## src/rtl/bcd_scan_ctrl_if.sv

```systemverilog
// Bus bundle between the clock counters, the shared
// binary-to-BCD converter and the display scan logic.
interface bcd_scan_ctrl_if;
    logic [7:0]  hour;
    logic [7:0]  min;
    logic [7:0]  sec;
    logic [7:0]  conv_bin;
    logic [7:0]  conv_bcd;
    logic [23:0] bcd_hms;
    logic        upd_done;
    logic        range_err;
    logic [5:0]  an;
    logic [3:0]  digit;

    modport master (
        output hour, min, sec, conv_bcd,
        input  conv_bin, bcd_hms, upd_done,
        input  range_err, an, digit
    );

    modport slave (
        input  hour, min, sec, conv_bcd,
        output conv_bin, bcd_hms, upd_done,
        output range_err, an, digit
    );
endinterface

```

## src/rtl/bcd_scan_ctrl.sv

```systemverilog
// Time-shares one binary-to-BCD converter over h/m/s
// and scans the six-digit BCD image onto the display.
module bcd_scan_ctrl #(
    parameter int SCAN_DIV = 50000
) (
    input logic           clk,
    input logic           rst_n,
    bcd_scan_ctrl_if.slave bus
);
    localparam logic [2:0] IDLE   = 3'd0;
    localparam logic [2:0] CONV_S = 3'd1;
    localparam logic [2:0] CONV_M = 3'd2;
    localparam logic [2:0] CONV_H = 3'd3;
    localparam logic [2:0] DONE   = 3'd4;

    localparam int CW = $clog2(SCAN_DIV);
    localparam logic [CW-1:0] LAST = CW'(SCAN_DIV - 1);

    logic [2:0]    r_state;
    logic [7:0]    r_snap_h;
    logic [7:0]    r_snap_m;
    logic [7:0]    r_snap_s;
    logic [23:0]   r_bcd;
    logic          r_upd;
    logic          r_err;
    logic [CW-1:0] r_cnt;
    logic [2:0]    r_idx;
    logic [5:0]    r_an;
    logic [3:0]    r_digit;

    logic [7:0]    w_op;
    logic          w_ovr;
    logic [7:0]    w_conv;
    logic [3:0]    w_nib;

    // Select the snapshot operand for this phase and clamp it.
    always_comb begin
        w_op = 8'd0;
        case (r_state)
            CONV_S:  w_op = r_snap_s;
            CONV_M:  w_op = r_snap_m;
            CONV_H:  w_op = r_snap_h;
            default: w_op = 8'd0;
        endcase
        w_ovr  = (w_op > 8'd99);
        w_conv = w_ovr ? 8'd99 : w_op;
    end

    // Nibble of the BCD image belonging to the current scan slot.
    always_comb begin
        w_nib = 4'd0;
        case (r_idx)
            3'd0:    w_nib = r_bcd[3:0];
            3'd1:    w_nib = r_bcd[7:4];
            3'd2:    w_nib = r_bcd[11:8];
            3'd3:    w_nib = r_bcd[15:12];
            3'd4:    w_nib = r_bcd[19:16];
            3'd5:    w_nib = r_bcd[23:20];
            default: w_nib = 4'd0;
        endcase
    end

    // Update sequencer: snapshot on change, then s, m, h.
    always_ff @(posedge clk or negedge rst_n) begin
        if (!rst_n) begin
            r_state  <= IDLE;
            r_snap_h <= 8'hFF;
            r_snap_m <= 8'hFF;
            r_snap_s <= 8'hFF;
            r_bcd    <= 24'd0;
            r_upd    <= 1'b0;
            r_err    <= 1'b0;
        end else begin
            r_upd <= (r_state == CONV_H);
            if (w_ovr) begin
                r_err <= 1'b1;
            end
            case (r_state)
                IDLE: begin
                    if ({bus.hour, bus.min, bus.sec} !=
                        {r_snap_h, r_snap_m, r_snap_s}) begin
                        r_snap_h <= bus.hour;
                        r_snap_m <= bus.min;
                        r_snap_s <= bus.sec;
                        r_state  <= CONV_S;
                    end
                end
                CONV_S: begin
                    r_bcd[7:0] <= bus.conv_bcd;
                    r_state    <= CONV_M;
                end
                CONV_M: begin
                    r_bcd[15:8] <= bus.conv_bcd;
                    r_state     <= CONV_H;
                end
                CONV_H: begin
                    r_bcd[23:16] <= bus.conv_bcd;
                    r_state      <= DONE;
                end
                DONE:    r_state <= IDLE;
                default: r_state <= IDLE;
            endcase
        end
    end

    // Scan engine: an and digit only change on slot wrap.
    always_ff @(posedge clk or negedge rst_n) begin
        if (!rst_n) begin
            r_cnt   <= '0;
            r_idx   <= 3'd0;
            r_an    <= 6'b111111;
            r_digit <= 4'd0;
        end else if (r_cnt == LAST) begin
            r_cnt   <= '0;
            r_idx   <= (r_idx == 3'd5) ? 3'd0 : r_idx + 3'd1;
            r_an    <= ~(6'b000001 << r_idx);
            r_digit <= w_nib;
        end else begin
            r_cnt <= r_cnt + 1'b1;
        end
    end

    assign bus.conv_bin  = w_conv;
    assign bus.bcd_hms   = r_bcd;
    assign bus.upd_done  = r_upd;
    assign bus.range_err = r_err;
    assign bus.an        = r_an;
    assign bus.digit     = r_digit;
endmodule

```

## src/flat_wrapper.sv

```systemverilog
// flat-port wrapper written by rule: the top's interface ports become plain ports
module bcd_scan_ctrl_flat 
#(
    parameter int SCAN_DIV = 50000
)
  (clk, rst_n, bus_hour, bus_min, bus_sec, bus_conv_bcd, bus_conv_bin, bus_bcd_hms, bus_upd_done, bus_range_err, bus_an, bus_digit);
  bcd_scan_ctrl_if bus_i ();
  input logic clk;
  input logic rst_n;
  input wire logic [$bits(bus_i.hour)-1:0] bus_hour;
  input wire logic [$bits(bus_i.min)-1:0] bus_min;
  input wire logic [$bits(bus_i.sec)-1:0] bus_sec;
  input wire logic [$bits(bus_i.conv_bcd)-1:0] bus_conv_bcd;
  output wire logic [$bits(bus_i.conv_bin)-1:0] bus_conv_bin;
  output wire logic [$bits(bus_i.bcd_hms)-1:0] bus_bcd_hms;
  output wire logic [$bits(bus_i.upd_done)-1:0] bus_upd_done;
  output wire logic [$bits(bus_i.range_err)-1:0] bus_range_err;
  output wire logic [$bits(bus_i.an)-1:0] bus_an;
  output wire logic [$bits(bus_i.digit)-1:0] bus_digit;
  assign bus_i.hour = bus_hour;
  assign bus_i.min = bus_min;
  assign bus_i.sec = bus_sec;
  assign bus_i.conv_bcd = bus_conv_bcd;
  assign bus_conv_bin = bus_i.conv_bin;
  assign bus_bcd_hms = bus_i.bcd_hms;
  assign bus_upd_done = bus_i.upd_done;
  assign bus_range_err = bus_i.range_err;
  assign bus_an = bus_i.an;
  assign bus_digit = bus_i.digit;
  bcd_scan_ctrl #(.SCAN_DIV(SCAN_DIV)) u_core (.clk(clk), .rst_n(rst_n), .bus(bus_i));
endmodule
```

## config.mk

```make
export PLATFORM = sky130hd
export DESIGN_NAME = bcd_scan_ctrl_flat
export DESIGN_NICKNAME = d
export VERILOG_FILES = /design/src/rtl/bcd_scan_ctrl_if.sv /design/src/rtl/bcd_scan_ctrl.sv /design/src/flat_wrapper.sv
export SDC_FILE = /design/constraint.sdc
export NUM_CORES = 1
export LEC_CHECK = 0
export ABC_AREA = 1
export BUFFER_PORTS_ARGS = -buffer_cell sky130_fd_sc_hd__buf_4
export CAP_MARGIN = 15
export CORE_MARGIN = 2
export CORE_UTILIZATION = 35
export DETAILED_ROUTE_END_ITERATION = 10
export HOLD_SLACK_MARGIN = 0.1
export SLEW_MARGIN = 0
export SYNTH_ARGS = -nofsm -noshare
export SYNTH_HDL_FRONTEND = slang
export SYNTH_SLANG_ARGS = --single-unit
```

## constraint.sdc

```tcl
create_clock -name clk -period 1.5 [get_ports clk]
set_clock_uncertainty 0.1 [all_clocks]
set_input_delay 0.075 -clock clk [delete_from_list [all_inputs] [get_ports clk]]
set_output_delay 0.075 -clock clk [all_outputs]
set_load 0.1 [all_outputs]
```

==> impl_metrics.toml, run 1 <==
[floorplan]
ios = 78
die_y_microns = 114
core_sq_um = 11900
start_util = 0.355
num_rows = 40
die_area_sq_um = 12900
die_w_microns = 114

[worst_setup_path]
required_ns = 1.32
slowest_delay_ns = 0.49
critPathKind = "flop to primary output"
cp_cell_sequence = "nor2_4 > nand2_4 > buf_6 > o22ai_4 > a21oi_4 > buf_6 > nand3b_1 > buf_12"
slowest_stage = "dfrtp_2"
r2r_end = "u_core.r_state[0]"
rr_worst_depth = 9
end_kind = "primary output"
cp_max_fo = 7
r2r-start = "u_core.r_snap_m[2]"
start_kind = "flop"
regToRegSetupSlack_ns = -0.45
crit_top_cell = "buf_6"
critPathArrivalTime_ns = 1.93

[synthesis]
yosys-top-cells-count = "nand2_1 (201), inv_1 (75), nor2_1 (57), dfrtp_1 (52), o21ai_0 (39)"
synth_edf_count = 0
synth_cell_types = 30
syn_area_sq_um = 4210
muxShareOfSynthArea = 0
ys_top_cells_by_area = "dfrtp_1 (31%), dfstp_2 (19%), nand2_1 (18%), inv_1 (6.7%), nor2_1 (5.1%)"
synth_nets = 602
synth_top_area_share = 0.309
synth_area_per_cell_sq_um = 7.44
synthSimpleGateAreaFrac = 0.323
yosys.area_share.xor_xnor = 0.0208
synthesis.instances = 566
synth_top_flop_cell = "dfrtp_1"
synth.most_common_cell = "nand2_1"
synth_adder_area_share = 0.00594
synth_top_family_by_area = "simple AND/OR/NAND/NOR gates"
ys.warnings.count = 0
synthArstFlopShare = 1.00
synth.largest_area_cell = "dfrtp_1"
synth_compound_area_frac = 0.0630
seq_area_frac_synth = 0.496
synth_seq_cells = 82

[sta]
min_period_ns = 2.11
grt_setup_unrepaired = "yes"
period_share = 1.41
maxSlewViolCount = 0
max_freq_mhz = 474
setup_ws_ns = -0.608
setup_viol = 38
hold_violations = 0

[drt]
postRouteAntennaNets = 0
via_per_inst = 4.81
first_pass_iters = 4
drc = 0
wire_per_inst_microns = 14.1
drtIter0Drc = 216
wirelength_microns = 13000
via_count = 4458

[run_status]
status = "finished, violations left"
violations = "setup timing"

[power_and_ir_drop]
irDropWorstVdd_mv = 2.53
powerDensity_nw_per_um2 = 2360
p_leak_nw = 3.61

[run]
cap_violations = 0

[cts]
cts_max_level = 3
cts_root_buf = "clkbuf_16"
clk_path_buf_depth = 2
path_clk_slew_ns = 0.06
cts_buffers = 9
clock_sinks = 82
tritoncts = "built"
clock_latency_ns = 0.35

[hold_path]
min_path_type = "primary input to async pin"

[global_route]
grt_overflow_total = 0
track_usage = 0.195
first_global_vias = 4321
grt_max_degree = 83
antenna_found_initial = 0
grt_pass1_wl_microns = 20000

[layout]
synthToLayoutAreaGrowth_pct = 66.9
final_layout_size_suffix_gt1_frac = 0.443
fillers = 1006
nNetsFinal = 810
multi_input_area_sq_um = 2280
antenna_cells = 0
final_cell_area_sq_um = 7030
final-seq-area_sq_um = 2090

[place]
pre_cts_ws_ns = -0.354
dpl.hpwl_microns = 8210
io_buffers = 76
place_area_sq_um = 5570
place_congestion = 0.834
[cell type report]
class | instances | area share
flip-flops and latches | 82 | 0.298
inverters | 79 | 0.0433
repair buffers | 211 | 0.269
multi-input cells | 391 | 0.324
well taps | 147 | 0.0262
clock buffers | 9 | 0.0321
clock inverters | 7 | 0.00766
[power breakdown]
| part | internal, mW | switching (mW) | total (mW) |
|---|---|---|---|
| logic | 3.64 | 7.01 | 10.7 |
| registers | 3.16 | 0.627 | 3.79 |
| clock network | 1.14 | 0.978 | 2.11 |
[flip-flops by register name, summed over array words and instances, names as in the netlist]
register and cells:
u_core.bus.range_err 1, u_core.r_snap_s 8, u_core.r_state 3, u_core.bus.upd_done 1
u_core.bus.bcd_hms 24, u_core.r_snap_m 8, u_core.r_cnt 16, u_core.r_snap_h 8
u_core.bus.an 6, u_core.r_idx 3, u_core.bus.digit 4
[layer usage]
layer / up-vias / track usage / share of wire
met5: - / 0 / 0
met3: 27 / 0.0319 / 0.038
met1: 2150 / 0.244 / 0.42
met2: 102 / 0.332 / 0.51
li1: 2179 / - / -
met4: 0 / 0.0902 / 0.032
[how the worst max path moves through the flow]
stage,from,endpoint,cells past startpoint
floorplan,u_core.r_state[2],bus_conv_bin[5],7
detailed placement,u_core.r_state[0],bus_conv_bin[0],7
global route,u_core.r_state[0],bus_conv_bin[4],11
global placement,u_core.r_state[0],bus_conv_bin[6],8
finish,u_core.r_state[0],bus_conv_bin[6],8
CTS,u_core.r_state[0],bus_conv_bin[2],9
[logic make-up after synthesis]
logic type      after synthesis
flops                        82
buf+inv                      94
simple gates                327
compound gates               50
other cells                   1
xor+xnor                     10
fa+ha+maj                     2
[through the flow]
stage               utilization  hold WS (ns)  std cells  power [mW]  TNS (ns)
finish                    0.592         0.207        926        16.6    -13.39
global route              0.592         0.233        926        17.4    -17.44
CTS                       0.545         0.228        912        15.9    -12.28
detailed placement        0.470        0.0460        855        12.6    -10.00
global placement          0.470        0.0433        855        12.5     -9.26
floorplan                     -        -0.321        566        9.76     -4.11
[placed cells by master (no fill, tap or decap), types with 2 or more instances in the layout]
cell / n
buf_12: 10
buf_6: 12
clkinv_2: 2
clkbuf_16: 11
dlygate4sd3_1: 33
nand4_1: 10
nand3_1: 7
buf_4: 152
nand3_4: 6
nor3_4: 3
a21oi_2: 2
o21ai_1: 8
dfrtp_2: 4
nand2_1: 178
ha_2: 2
xor2_1: 10
nand2_4: 6
clkinv_1: 2
o21ai_0: 26
buf_8: 2
dfstp_2: 30
inv_2: 13
nor2_2: 14
nor3_1: 5
o21ai_2: 4
o22ai_2: 2
nand2_8: 2
nand3_2: 25
inv_6: 2
nor2_1: 35
nand3b_1: 3
a21oi_1: 2
nor2_4: 10
inv_1: 62
nand2_2: 19
nor3_2: 3
dfrtp_1: 48
clkinvlp_4: 2
[worst max-delay path: cells and delay by family, from the launching register on]
family          cells  cell delay [ns]
flops               1             0.49
buf+inv             3             0.48
compound gates      2             0.19
simple gates        3             0.42
[what timing repair did]
| item | CTS | global route |
|---|---|---|
| cloned | 0 | 3 |
| hold endpoints to repair | 130 | 0 |
| pin swaps | 11 | 47 |
| setup buffers | 8 | 11 |
| resized for setup | 66 | 106 |
| hold buffers | 33 | 0 |
| setup endpoints to repair | 57 | 58 |
Power figures use the tool's default switching activity.
==> run 2: changes to the inputs <==
Settings changed: RECOVER_POWER from default to 100.
==> run 2 against run 1 <==
Net effect: power down 1.2%; die area is the same; design area fell by 1.4%; final cell count unchanged; critical endpoint unchanged; first-iteration DRC count grew 1.9%; the run still ends with setup timing left; clock power hardly changed; register-to-register slack barely moved; combinational power barely moved; flip-flop and latch count unchanged; highest routed layer unchanged; fmax hardly changed; global-route usage did not move.
==> impl_metrics.toml, run 2 (synthesis results as in run 1) <==
[layout]
final_cell_area_sq_um = 6930
synthToLayoutAreaGrowth_pct = 64.6
post-route-util = 0.584
final_cell_mix = "nand2_1 (178), buf_4 (121), inv_1 (62)"
layout_commonest_cell = "nand2_1"
nNetsFinal = 810
largest_register_ffs = 24
final_layout_size_suffix_gt1_frac = 0.440
fillers = 1021
antenna_cells = 0

[global_route]
grt_max_degree = 83
antenna_found_initial = 0
track_usage = 0.195
first_global_vias = 4321
met3_usage = 0.0319
top_usage_layer = "met2"
grt_pass1_wl_microns = 20000
grt_util_met2 = 0.332
use_met1 = 0.244
grt_overflow_total = 0

[power_and_ir_drop]
share_seq_of_total_power = 0.231
powerDensity_nw_per_um2 = 2360
swShare = 0.527
p_leak_nw = 3.58
irDropWorstVdd_mv = 2.53
p_switching_mw = 8.62
pwr-share-comb = 0.639
p_clk_frac = 0.129
internal_power_mw = 7.74

[drt]
wire_per_inst_microns = 14.1
via_per_inst = 4.81
via_count = 4454
drc = 0
postRouteAntennaNets = 0
first_pass_iters = 4
drtIter0Drc = 220
wirelength_microns = 13000

[floorplan]
ios = 78
die_area_sq_um = 12900
die_w_microns = 114
start_util = 0.355
num_rows = 40
die_y_microns = 114
core_sq_um = 11900

[worst_setup_path]
start_kind = "flop"
cp_max_fo = 7
critPathKind = "flop to primary output"
end_kind = "primary output"
critPathArrivalTime_ns = 1.93
required_ns = 1.32

[sta]
hold_violations = 0
max_freq_mhz = 474
tightestPinTransition_ns = 1.13
slew_headroom = 0.249
period_share = 1.41
whs_ns = 0.375
setup_ws_ns = -0.609
maxSlewViolCount = 0
fin_setup_tns_ns = -13.36
grt_setup_unrepaired = "yes"
setup_viol = 42
min_period_ns = 2.11

[place]
dpl.hpwl_microns = 8210
pre_cts_ws_ns = -0.354
place_congestion = 0.834
io_buffers = 76
place_area_sq_um = 5570

[cts]
clk_path_buf_depth = 2
path_clk_slew_ns = 0.07
cts_max_level = 3
clock_sinks = 82
cts_root_buf = "clkbuf_16"
clock_latency_ns = 0.35
cts_buffers = 9
tritoncts = "built"

[run_status]
status = "finished, violations left"
violations = "setup timing"

[hold_path]
min_path_type = "flop to flop"

[run]
cap_violations = 0
-- run 2: cell types whose count changed in the layout (fill, tap and decap cells not counted) --
cell,change
buf_4,-31
clkbuf_2,+21
buf_2,+9
clkbuf_4,+2
buf_12,-1
buf_6,-1
clkbuf_1,+1
ha_1,+1
ha_2,-1
-- run 2: final timing paths --
| check | startpoint | endpoint | slack [ns] | depth (start not counted) |
|---|---|---|---|---|
| min in group asynchronous | rst_n | u_core.bus.bcd_hms[6] | 0.53 | 3 |
| hold reg to reg | u_core.bus.an[2] | u_core.bus.an[2] | 0.37 | 2 |
| setup / recovery | u_core.r_state[0] | bus_conv_bin[6] | -0.61 | 8 |
| hold / removal | u_core.bus.an[2] | u_core.bus.an[2] | 0.37 | 2 |
| setup reg to reg | u_core.r_snap_m[2] | u_core.r_state[0] | -0.45 | 9 |
| max in group asynchronous | rst_n | u_core.r_state[2] | -0.02 | 3 |
-- run 2: per-stage QoR --
stage               total power, mW  std cells
floorplan                      9.76        566
global placement               12.5        855
detailed placement             12.6        855
CTS                            15.9        912
global route                   17.2        926
finish                         16.4        926
-- run 2: metal layers --
| metal | routed length (microns) | part of all wire | up-vias |
|---|---|---|---|
| li1 | - | - | 2182 |
| met1 | 5540 | 0.42 | 2150 |
| met2 | 6590 | 0.51 | 93 |
| met3 | 461 | 0.035 | 29 |
| met4 | 457 | 0.035 | 0 |
| met5 | 0 | 0 | - |
-- run 2: cell type report --
type	count	area [sq um]	share of cell area
Tap cell	147	184	0.0265
Clock buffer	9	225	0.0325
Clock inverter	7	53.8	0.00776
Timing Repair Buffer	211	1790	0.259
Sequential cell	82	2090	0.302
Multi-Input combinational cell	391	2280	0.328
Inverter	79	304	0.0439
-- run 2: critical path: stages (launching register included) --
cell      delay [ns]
dfrtp_2         0.49
nor2_4          0.16
nand2_4         0.10
buf_6           0.14
o22ai_4         0.13
a21oi_4         0.06
buf_6           0.14
nand3b_1        0.16
buf_12          0.20
-- run 2: power by group through the flow --
stage	combinational (mW)	sequential (mW)	clock, mW
after floorplan	3.71	6.05	0
after global placement	8.74	3.74	0
after detailed placement	8.85	3.75	0
after CTS	9.94	3.77	2.15
after global routing	11.1	3.87	2.25
final	10.5	3.79	2.12
-- run 2: repair_timing --
item	in CTS	in global routing
gates cloned	0	3
gates resized for setup	66	106
hold buffers	33	0
endpoints found under the hold margin	130	0
pin swaps	11	47
setup endpoints to repair	57	58
setup buffers	8	11
